File: src/rtl/key_pkg.sv
// Shared constants, per-key FSM state and per-key event payload for the key debouncer.
package key_pkg;

    localparam int unsigned KEY_TICK_20MS_12M = 240000;
    localparam int unsigned KEY_LONG_1S       = 50;
    localparam int unsigned KEY_REPEAT_200MS  = 10;

    typedef enum logic [1:0] {
        IDLE = 2'd0,
        HELD = 2'd1,
        LONG = 2'd2
    } key_state_e;

    typedef struct packed {
        logic level;
        logic press;
        logic rel;
        logic lng;
        logic rpt;
    } key_evt_t;

endpackage

File: src/rtl/key_debounce_chan.sv
// One key channel: tick-sampled debounce, press/hold/long/repeat FSM, registered events.
module key_debounce_chan
    import key_pkg::*;
#(
    parameter int unsigned LONG_TICKS   = KEY_LONG_1S,
    parameter int unsigned REPEAT_TICKS = KEY_REPEAT_200MS
) (
    input  logic     clk_i,
    input  logic     rst_i,
    input  logic     tick_i,
    input  logic     key_i,
    output key_evt_t evt_o
);

    localparam int unsigned HOLD_W = $clog2(LONG_TICKS + 1);
    localparam int unsigned RPT_W  = (REPEAT_TICKS == 0) ? 1 : $clog2(REPEAT_TICKS + 1);
    localparam logic [HOLD_W-1:0] HOLD_MAX = HOLD_W'(LONG_TICKS);
    localparam logic [RPT_W-1:0]  RPT_MAX  = RPT_W'(REPEAT_TICKS);

    key_state_e        state_q, state_d;
    logic              sample_q, sample_d;
    logic [HOLD_W-1:0] hold_q, hold_d;
    logic [RPT_W-1:0]  rpt_cnt_q, rpt_cnt_d;
    key_evt_t          evt_q, evt_d;
    logic              level_q, level_d;
    logic              rise_c, fall_c;

    assign level_q = evt_q.level;

    always_ff @(posedge clk_i or posedge rst_i) begin
        if (rst_i) begin
            state_q   <= IDLE;
            sample_q  <= 1'b0;
            hold_q    <= '0;
            rpt_cnt_q <= '0;
            evt_q     <= '0;
        end else begin
            state_q   <= state_d;
            sample_q  <= sample_d;
            hold_q    <= hold_d;
            rpt_cnt_q <= rpt_cnt_d;
            evt_q     <= evt_d;
        end
    end

    // Level flips only when the current and previous tick samples both disagree with it.
    always_comb begin
        sample_d = sample_q;
        level_d  = level_q;
        if (tick_i) begin
            sample_d = key_i;
            if ((key_i != level_q) && (sample_q != level_q)) begin
                level_d = ~level_q;
            end
        end
    end

    assign rise_c = level_d & ~level_q;
    assign fall_c = ~level_d & level_q;

    // A falling level wins over any long/repeat threshold on the same tick.
    always_comb begin
        state_d   = state_q;
        hold_d    = hold_q;
        rpt_cnt_d = rpt_cnt_q;
        evt_d     = '0;
        evt_d.level = level_d;
        case (state_q)
            IDLE: begin
                if (rise_c) begin
                    state_d     = HELD;
                    hold_d      = '0;
                    evt_d.press = 1'b1;
                end
            end
            HELD: begin
                if (fall_c) begin
                    state_d   = IDLE;
                    evt_d.rel = 1'b1;
                end else if (tick_i && (hold_q != HOLD_MAX)) begin
                    hold_d = hold_q + HOLD_W'(1);
                    if (hold_d == HOLD_MAX) begin
                        state_d   = LONG;
                        rpt_cnt_d = '0;
                        evt_d.lng = 1'b1;
                    end
                end
            end
            LONG: begin
                if (fall_c) begin
                    state_d   = IDLE;
                    evt_d.rel = 1'b1;
                end else if (tick_i && (REPEAT_TICKS != 0)) begin
                    rpt_cnt_d = rpt_cnt_q + RPT_W'(1);
                    if (rpt_cnt_d == RPT_MAX) begin
                        rpt_cnt_d = '0;
                        evt_d.rpt = 1'b1;
                    end
                end
            end
            default: state_d = IDLE;
        endcase
    end

    assign evt_o = evt_q;

endmodule

File: src/rtl/key_debounce_array.sv
// Multi-key debouncer: shared sampling tick, polarity + 2-flop sync, per-key channels, key code.
module key_debounce_array
    import key_pkg::*;
#(
    parameter int unsigned NUM_KEYS     = 4,
    parameter int unsigned TICK_PERIOD  = KEY_TICK_20MS_12M,
    parameter int unsigned LONG_TICKS   = KEY_LONG_1S,
    parameter int unsigned REPEAT_TICKS = KEY_REPEAT_200MS,
    parameter bit          ACTIVE_LOW   = 1'b1
) (
    input  logic                clk_in,
    input  logic                rst_in,
    input  logic [NUM_KEYS-1:0] key_in,
    output logic [NUM_KEYS-1:0] key_level,
    output logic [NUM_KEYS-1:0] key_press,
    output logic [NUM_KEYS-1:0] key_release,
    output logic [NUM_KEYS-1:0] key_long,
    output logic [NUM_KEYS-1:0] key_repeat,
    output logic [7:0]          key_code
);

    localparam int unsigned CNT_W = $clog2(TICK_PERIOD);

    logic [CNT_W-1:0]    tick_cnt_q, tick_cnt_d;
    logic                tick_c;
    logic [NUM_KEYS-1:0] pol_c;
    logic [NUM_KEYS-1:0] sync1_q, sync2_q;
    logic [7:0]          code_q, code_d;
    logic [7:0]          idx_c;
    logic [3:0]          hits_c;
    key_evt_t            evt [NUM_KEYS];

    assign tick_c     = (tick_cnt_q == CNT_W'(TICK_PERIOD - 1));
    assign tick_cnt_d = tick_c ? '0 : tick_cnt_q + CNT_W'(1);
    assign pol_c      = ACTIVE_LOW ? ~key_in : key_in;

    always_ff @(posedge clk_in or posedge rst_in) begin
        if (rst_in) begin
            tick_cnt_q <= '0;
            sync1_q    <= '0;
            sync2_q    <= '0;
            code_q     <= '0;
        end else begin
            tick_cnt_q <= tick_cnt_d;
            sync1_q    <= pol_c;
            sync2_q    <= sync1_q;
            code_q     <= code_d;
        end
    end

    // Single pressed key -> index+1, none -> 0, several -> keep last code.
    always_comb begin
        hits_c = '0;
        idx_c  = '0;
        code_d = code_q;
        for (int i = 0; i < int'(NUM_KEYS); i++) begin
            if (key_level[i]) begin
                hits_c = hits_c + 4'd1;
                idx_c  = 8'(i + 1);
            end
        end
        if (hits_c == 4'd0) begin
            code_d = '0;
        end else if (hits_c == 4'd1) begin
            code_d = idx_c;
        end
    end

    assign key_code = code_q;

    for (genvar g = 0; g < int'(NUM_KEYS); g++) begin : g_chan
        key_debounce_chan #(
            .LONG_TICKS   (LONG_TICKS),
            .REPEAT_TICKS (REPEAT_TICKS)
        ) u_chan (
            .clk_i  (clk_in),
            .rst_i  (rst_in),
            .tick_i (tick_c),
            .key_i  (sync2_q[g]),
            .evt_o  (evt[g])
        );
        assign key_level[g]   = evt[g].level;
        assign key_press[g]   = evt[g].press;
        assign key_release[g] = evt[g].rel;
        assign key_long[g]    = evt[g].lng;
        assign key_repeat[g]  = evt[g].rpt;
    end

endmodule

File: config.mk
export PLATFORM = sky130hd
export DESIGN_NAME = key_debounce_array
export DESIGN_NICKNAME = d
export VERILOG_FILES = /design/src/rtl/key_pkg.sv /design/src/rtl/key_debounce_chan.sv /design/src/rtl/key_debounce_array.sv
export SDC_FILE = /design/constraint.sdc
export NUM_CORES = 1
export LEC_CHECK = 0
export CORE_UTILIZATION = 49
export DETAILED_ROUTE_END_ITERATION = 7
export GPL_TIMING_DRIVEN = 0
export PLACE_DENSITY = 0.67
export SKIP_CTS_REPAIR_TIMING = 1
export SYNTH_ARGS = -nofsm -noshare
export SYNTH_HDL_FRONTEND = slang
export SYNTH_HIERARCHICAL = 1
export SYNTH_SLANG_ARGS = --single-unit
File: constraint.sdc
create_clock -name clk_in -period 6.6 [get_ports clk_in]
set_clock_uncertainty 0.2 [all_clocks]
set_input_delay 1.32 -clock clk_in [delete_from_list [all_inputs] [get_ports clk_in]]
set_output_delay 1.32 -clock clk_in [all_outputs]
set_load 0.1 [all_outputs]
# Word level (Yosys, flattened, before mapping)

Cells that the tools add are included.

Flip-flop bits (word level): 106
Input port bits: 6
Output and inout port bits: 28
Logic and storage cells: 308

$add $sub $neg: 12
Equality and inequality tests: 66
Multiplexer cells: 135
Bitwise logic cells: 17
Reductions and logical operators: 38

Operators by type and width:

| kind                  | number |
|---|---|
| $mux 4                | 27 |
| $mux 6                | 12 |
| $mux 1                | 58 |
| $pmux 6 s2            | 4 |
| $mux 2                | 20 |
| $mux 8                | 5 |
| $ne 2x1->1 const B    | 17 |
| $pmux 4 s2            | 4 |
| $reduce_and 4->1      | 8 |
| $add 4x1->4 const B   | 7 |
| $add 6x1->6 const B   | 4 |
| $eq 6x6->1 const B    | 4 |
| $ne 3x1->1 const B    | 8 |
| $ne 6x6->1 const B    | 4 |
| $pmux 2 s3            | 4 |
| $reduce_and 6->1      | 4 |
| $ne 2x2->1 const B    | 11 |
| $add 18x1->18 const B | 1 |
| $eq 18x18->1 const B  | 1 |
| $mux 18               | 1 |
| $reduce_bool 2->1     | 9 |
| $eq 4x4->1 const B    | 4 |
| $and 1x1->1           | 8 |
| $eq 2x1->1 const B    | 4 |
| 9 further kinds       | 39 |

# Depth between registers and ports, before layout

Word-level depth: 10
Depth in mapped cells: 12
Mapped depth without buffers: 9

# Modules after synthesis

The synthesis kept the hierarchy.

By module, submodules not included:

| module                                | instances | cells each | area an instance (sq um) | seq. area each (sq um) |
|---|---|---|---|---|
| key_debounce_array                    | 1         | 135        | 1405.1                   | 725.7 |
| key_debounce_chan at g_chan[2].u_chan | 1         | 130        | 1237.4                   | 450.4 |
| key_debounce_chan at g_chan[1].u_chan | 1         | 133        | 1197.4                   | 450.4 |
| key_debounce_chan at g_chan[0].u_chan | 1         | 132        | 1162.4                   | 450.4 |
| key_debounce_chan at g_chan[3].u_chan | 1         | 121        | 1131.1                   | 450.4 |

# Least setup slack after synthesis

OpenSTA, ideal clock, no wires.

Kind: reg-to-reg
From: register tick_cnt_q[0]
To: register g_chan[0].u_chan.rpt_cnt_q[3]
Setup time: 127 ps
Arrival time: 2825 ps
Required time: 6273 ps
Path slack: 3448 ps
Stages on the path, launching flop included: 11
Buffers on the path: 2
Period minus slack after synthesis: 3152 ps
Path through: dfrtp_1 > ha_1 > nand4_1 > nor2_1 > and3_1 > buf_2 > clkbuf_1 > nor2b_1 > o21ai_0 > nor2_4 > mux2_1

Cells in the longest elaborated chain, start to end: 6
Elaborated cells on any way between the ends: 10
Classes of those cells: eq/ne (5); mux (1); bitwise (2); reduce/logical (2)

RTL lines:

| item                         | line                     | source |
|---|---|---|
| from (decl)                  | key_debounce_array.sv:24 | `logic [CNT_W-1:0] tick_cnt_q, tick_cnt_d;` |
| from (signal assigned)       | key_debounce_array.sv:44 | `tick_cnt_q <= tick_cnt_d;` |
| $eq 18x18->1 *               | key_debounce_array.sv:33 | `assign tick_c = (tick_cnt_q == CNT_W'(TICK_PERIOD - 1));` |
| net tick_c                   | key_debounce_array.sv:25 | `logic tick_c;` |
| $mux 1                       | key_debounce_chan.sv:50  | `if (tick_i) begin` |
| $not 1->1                    | key_debounce_chan.sv:59  | `assign fall_c = ~level_d & level_q;` |
| $and 1x1->1                  | key_debounce_chan.sv:59  |  |
| $ne 2x2->1 (no line)         | -                        |  |
| $reduce_and 6->1 (no line) * | -                        |  |
| to (signal assigned)         | key_debounce_chan.sv:41  | `rpt_cnt_q <= rpt_cnt_d;` |
| to (decl)                    | key_debounce_chan.sv:23  | `logic [RPT_W-1:0] rpt_cnt_q, rpt_cnt_d;` |

The timed path passes the listed nets; every way through them passes the cells marked *.
A chain may end at the register's enable or synchronous reset.

# Final worst setup path

Ends and elaborated chain as after synthesis.

==> reports/qor.csv <==
metric;value;unit
status;complete, no violations;
sw frac;22.1;%
area grow syn2layout;13.3;%
Setup CP Type;reg -> reg;
CP peak stage delay;0.49;ns
Yosys reg bits;101;
min-delay worst type;reg -> reg;
Final period util;59.3;%
vias in the first global route;4590;
CP Launch Type;flip-flop;
worst hold stages;0;
CTS root buf;clkbuf_16;
flop-to-flop setup slack;2.68;ns
Pint;0.934;mW
CTS tree;done;
worst hold path endpoint;sync2_q[3]$_DFF_PP0_;
critical path data required time;6.63;ns
GR Util All Layers;20.1;%
RSZ-0062 raised after global routing;no;
Ports;34;
clk_lat worst skew;0.35;ns
reg2reg end;g_chan[0].u_chan/rpt_cnt_q[3]$_DFFE_PP0P_;
Cells after Synth;651;
total gr overflow;0;
ANT cells;0;
Total Power;1.20;mW
largest net degree at the start of global routing;30;
Async SR Flop Fraction;100;%
Die Footprint;13000;sq um
register share of total power;51.9;%
Tmin final;3.92;ns
remaining antenna violation count;0;
Cell Pwr Density;173;nW/um^2
post-DP HPWL;8790;microns
Synth cell types;85;
Initial DRC Count;298;
yosys warns;6;
Final Worst Setup Slack;2.68;ns
Num Clock Sinks;101;
Max-Cap Viols;0;
Synth area leader;dfrtp_1;
placement row count;40;
number of buffers added on ports;28;
EDFF count, synth;0;
Crit-path slowest cell;nor2b_1;
share of cells above drive strength 1;8.01;%
# DRC;0;
WL final;12100;microns
Die W;114;microns
endpoints failing setup;0;
htree depth;3;
antenna violations before repair;0;
Switching Power;0.265;mW
leakage power;3.06;nW
vias per cell;5.53;
ranking of synthesized cells by area;dfrtp_1 (41%), ha_1 (7.5%), nand2_1 (3.5%), nor2_1 (3.3%), inv_1 (3.1%);
Reg2Reg Depth;10;
combinational power share;2.6;%
first-pass GRT wire length;21100;microns
Initial Utilization;50.6;%
crit-path cells;ha_1, nand4_1, nor2_1, and3_1, buf_2, clkbuf_1, nor2b_1, o21ai_0, nor2_4, mux2_1;
Reg2Reg Launch Point;tick_cnt_q[0]$_DFF_PP0_;
DR vias;4795;
Rel. slew slack;26.9;%
Final GP Congestion;0.872;
average wire per cell in the routed design;14.0;microns
Die H;114;microns
kind of end point of the critical path;flip-flop;
DP Cell Count;851;
register area share after synthesis;41.2;%
data arrival time at the worst-slack endpoint;3.94;ns
final slew viol count;0;
start point of the worst hold path;sync1_q[3]$_DFF_PP0_;
Clk pwr share;45.4;%
endpoints failing hold;0;
cell area after synthesis;6130;sq um
Top FF cell, synth;dfrtp_1;
Post-Layout Cell Count;867;
Reg clk slew, reported paths;0.07;ns
Place WS;2.75;ns
Core Region;12100;sq um
First-pass DRT Iterations;5;
worst-path maximum fanout;26;
CTS max path bufs;2;
setup TNS;0;ns
Final nets;737;
Worst-Margin Slew;1.09;ns
Synth top area share;41.2;%
peak supply drop;149;uV
Peak Freq;0.255;GHz
Num CTS Buffers;9;
Post-Syn Area per Cell;9.42;sq um
layout by cell type (no fill, tap or decap), drive strengths merged, types with 10 or more instances in the layout:
| cell type | n |
|---|---|
| nand3 | 22 |
| o21ai | 42 |
| inv | 53 |
| buf | 12 |
| mux2i | 10 |
| mux2 | 11 |
| clkbuf | 19 |
| nor2 | 55 |
| and3 | 13 |
| ha | 37 |
| nand4 | 13 |
| dfrtp | 101 |
| nor2b | 14 |
| a21oi | 34 |
| clkdlybuf4s50 | 28 |
| nand2 | 59 |
| and2 | 13 |
| nor3 | 10 |
power groups by stage:
| stage | registers [mW] | clock network (mW) | logic, mW |
|---|---|---|---|
| 4_1_cts | 0.623 | 0.563 | 0.0327 |
| 3_3_place_gp | 0.635 | 0 | 0.0324 |
| 3_5_place_dp | 0.635 | 0 | 0.0328 |
| 2_1_floorplan | 0.634 | 0 | 0.0250 |
| 5_1_grt | 0.623 | 0.587 | 0.0350 |
| 6_report | 0.623 | 0.545 | 0.0316 |
critical path, delay by kind of cell, from the launching register on:
| family | cells | cell delay (ns) |
|---|---|---|
| adder cells (fa/ha/maj) | 1 | 0.23 |
| flip-flops | 1 | 0.42 |
| buffers and inverters | 2 | 0.83 |
| AND/OR/NAND/NOR | 5 | 1.45 |
| multiplexers | 1 | 0.32 |
| AO/OA/AOI/OAI | 1 | 0.33 |
cells in the mapped netlist, drive strengths merged, types with 7 or more instances:
cell    instances
nor2b          14
mux2i          10
nor3           10
and2           13
mux2           11
nor2           55
and3           13
nand4          13
nand2b          9
nand2          59
buf            12
xor2            9
inv            50
dfrtp         101
o21ai          42
nor3b           7
xnor2           7
ha             37
nand3          22
clkbuf          9
a21oi          34
stage by stage:
stage	hold WS, ns	instance area [sq um]	util (%)
6_report	0.151	6950	57.4
5_1_grt	0.159	6950	57.4
4_1_cts	0.153	6950	57.4
3_5_place_dp	0.136	6640	54.8
3_3_place_gp	0.135	6640	54.8
2_1_floorplan	0.131	6150	-
layer usage:
layer	up-vias	GRT usage [%]	routed length, microns
met4	0	4.76	46
met5	-	0	0
met3	2	4.94	385
li1	2407	-	-
met1	2323	25.9	5670
met2	63	33.9	6030
layout make-up:
| class | count | area (sq um) |
|---|---|---|
| clock inverter | 6 | 68.8 |
| clock buffer | 10 | 239 |
| timing repair buffer | 28 | 280 |
| inverter | 50 | 188 |
| buffer | 21 | 116 |
| sequential | 101 | 2530 |
| multi-input combinational | 483 | 3320 |
| tap | 168 | 210 |
| fill | 1074 | 5160 |
how the worst max path moves through the flow:
stage | from | endpoint | cells after the start
floorplan | tick_cnt_q[0]$_DFF_PP0_ | g_chan[0].u_chan/rpt_cnt_q[3]$_DFFE_PP0P_ | 10
global placement | tick_cnt_q[0]$_DFF_PP0_ | g_chan[0].u_chan/rpt_cnt_q[3]$_DFFE_PP0P_ | 10
detailed placement | tick_cnt_q[0]$_DFF_PP0_ | g_chan[0].u_chan/rpt_cnt_q[3]$_DFFE_PP0P_ | 10
CTS | tick_cnt_q[0]$_DFF_PP0_ | g_chan[0].u_chan/rpt_cnt_q[3]$_DFFE_PP0P_ | 10
global route | tick_cnt_q[0]$_DFF_PP0_ | g_chan[0].u_chan/rpt_cnt_q[2]$_DFFE_PP0P_ | 10
finish | tick_cnt_q[0]$_DFF_PP0_ | g_chan[0].u_chan/rpt_cnt_q[3]$_DFFE_PP0P_ | 10
sequential cells by signal, summed over array words and instances (netlist names):
register and count:
g_chan.u_chan/level_q 4, g_chan.u_chan/state_q 8, tick_cnt_q 18, sync2_q 4, g_chan.u_chan/hold_q 24, key_code 3
sync1_q 4, g_chan.u_chan/sample_q 4, g_chan.u_chan/evt_o 16, g_chan.u_chan/rpt_cnt_q 16
logic make-up (layout without fill, tap and decap cells):
group | after synthesis | count (layout) | synth area share (%)
XOR/XNOR | 16 | 16 | 2.28
multiplexers | 21 | 21 | 3.77
AND/OR/NAND/NOR | 257 | 257 | 23.5
flip-flops | 101 | 101 | 41.2
adder cells (fa/ha/maj) | 37 | 37 | 7.55
AO/OA/AOI/OAI | 147 | 147 | 16.6
other | 1 | 5 | 0.0611
buffers and inverters | 71 | 115 | 4.96
(Power assumes the default switching activity.)
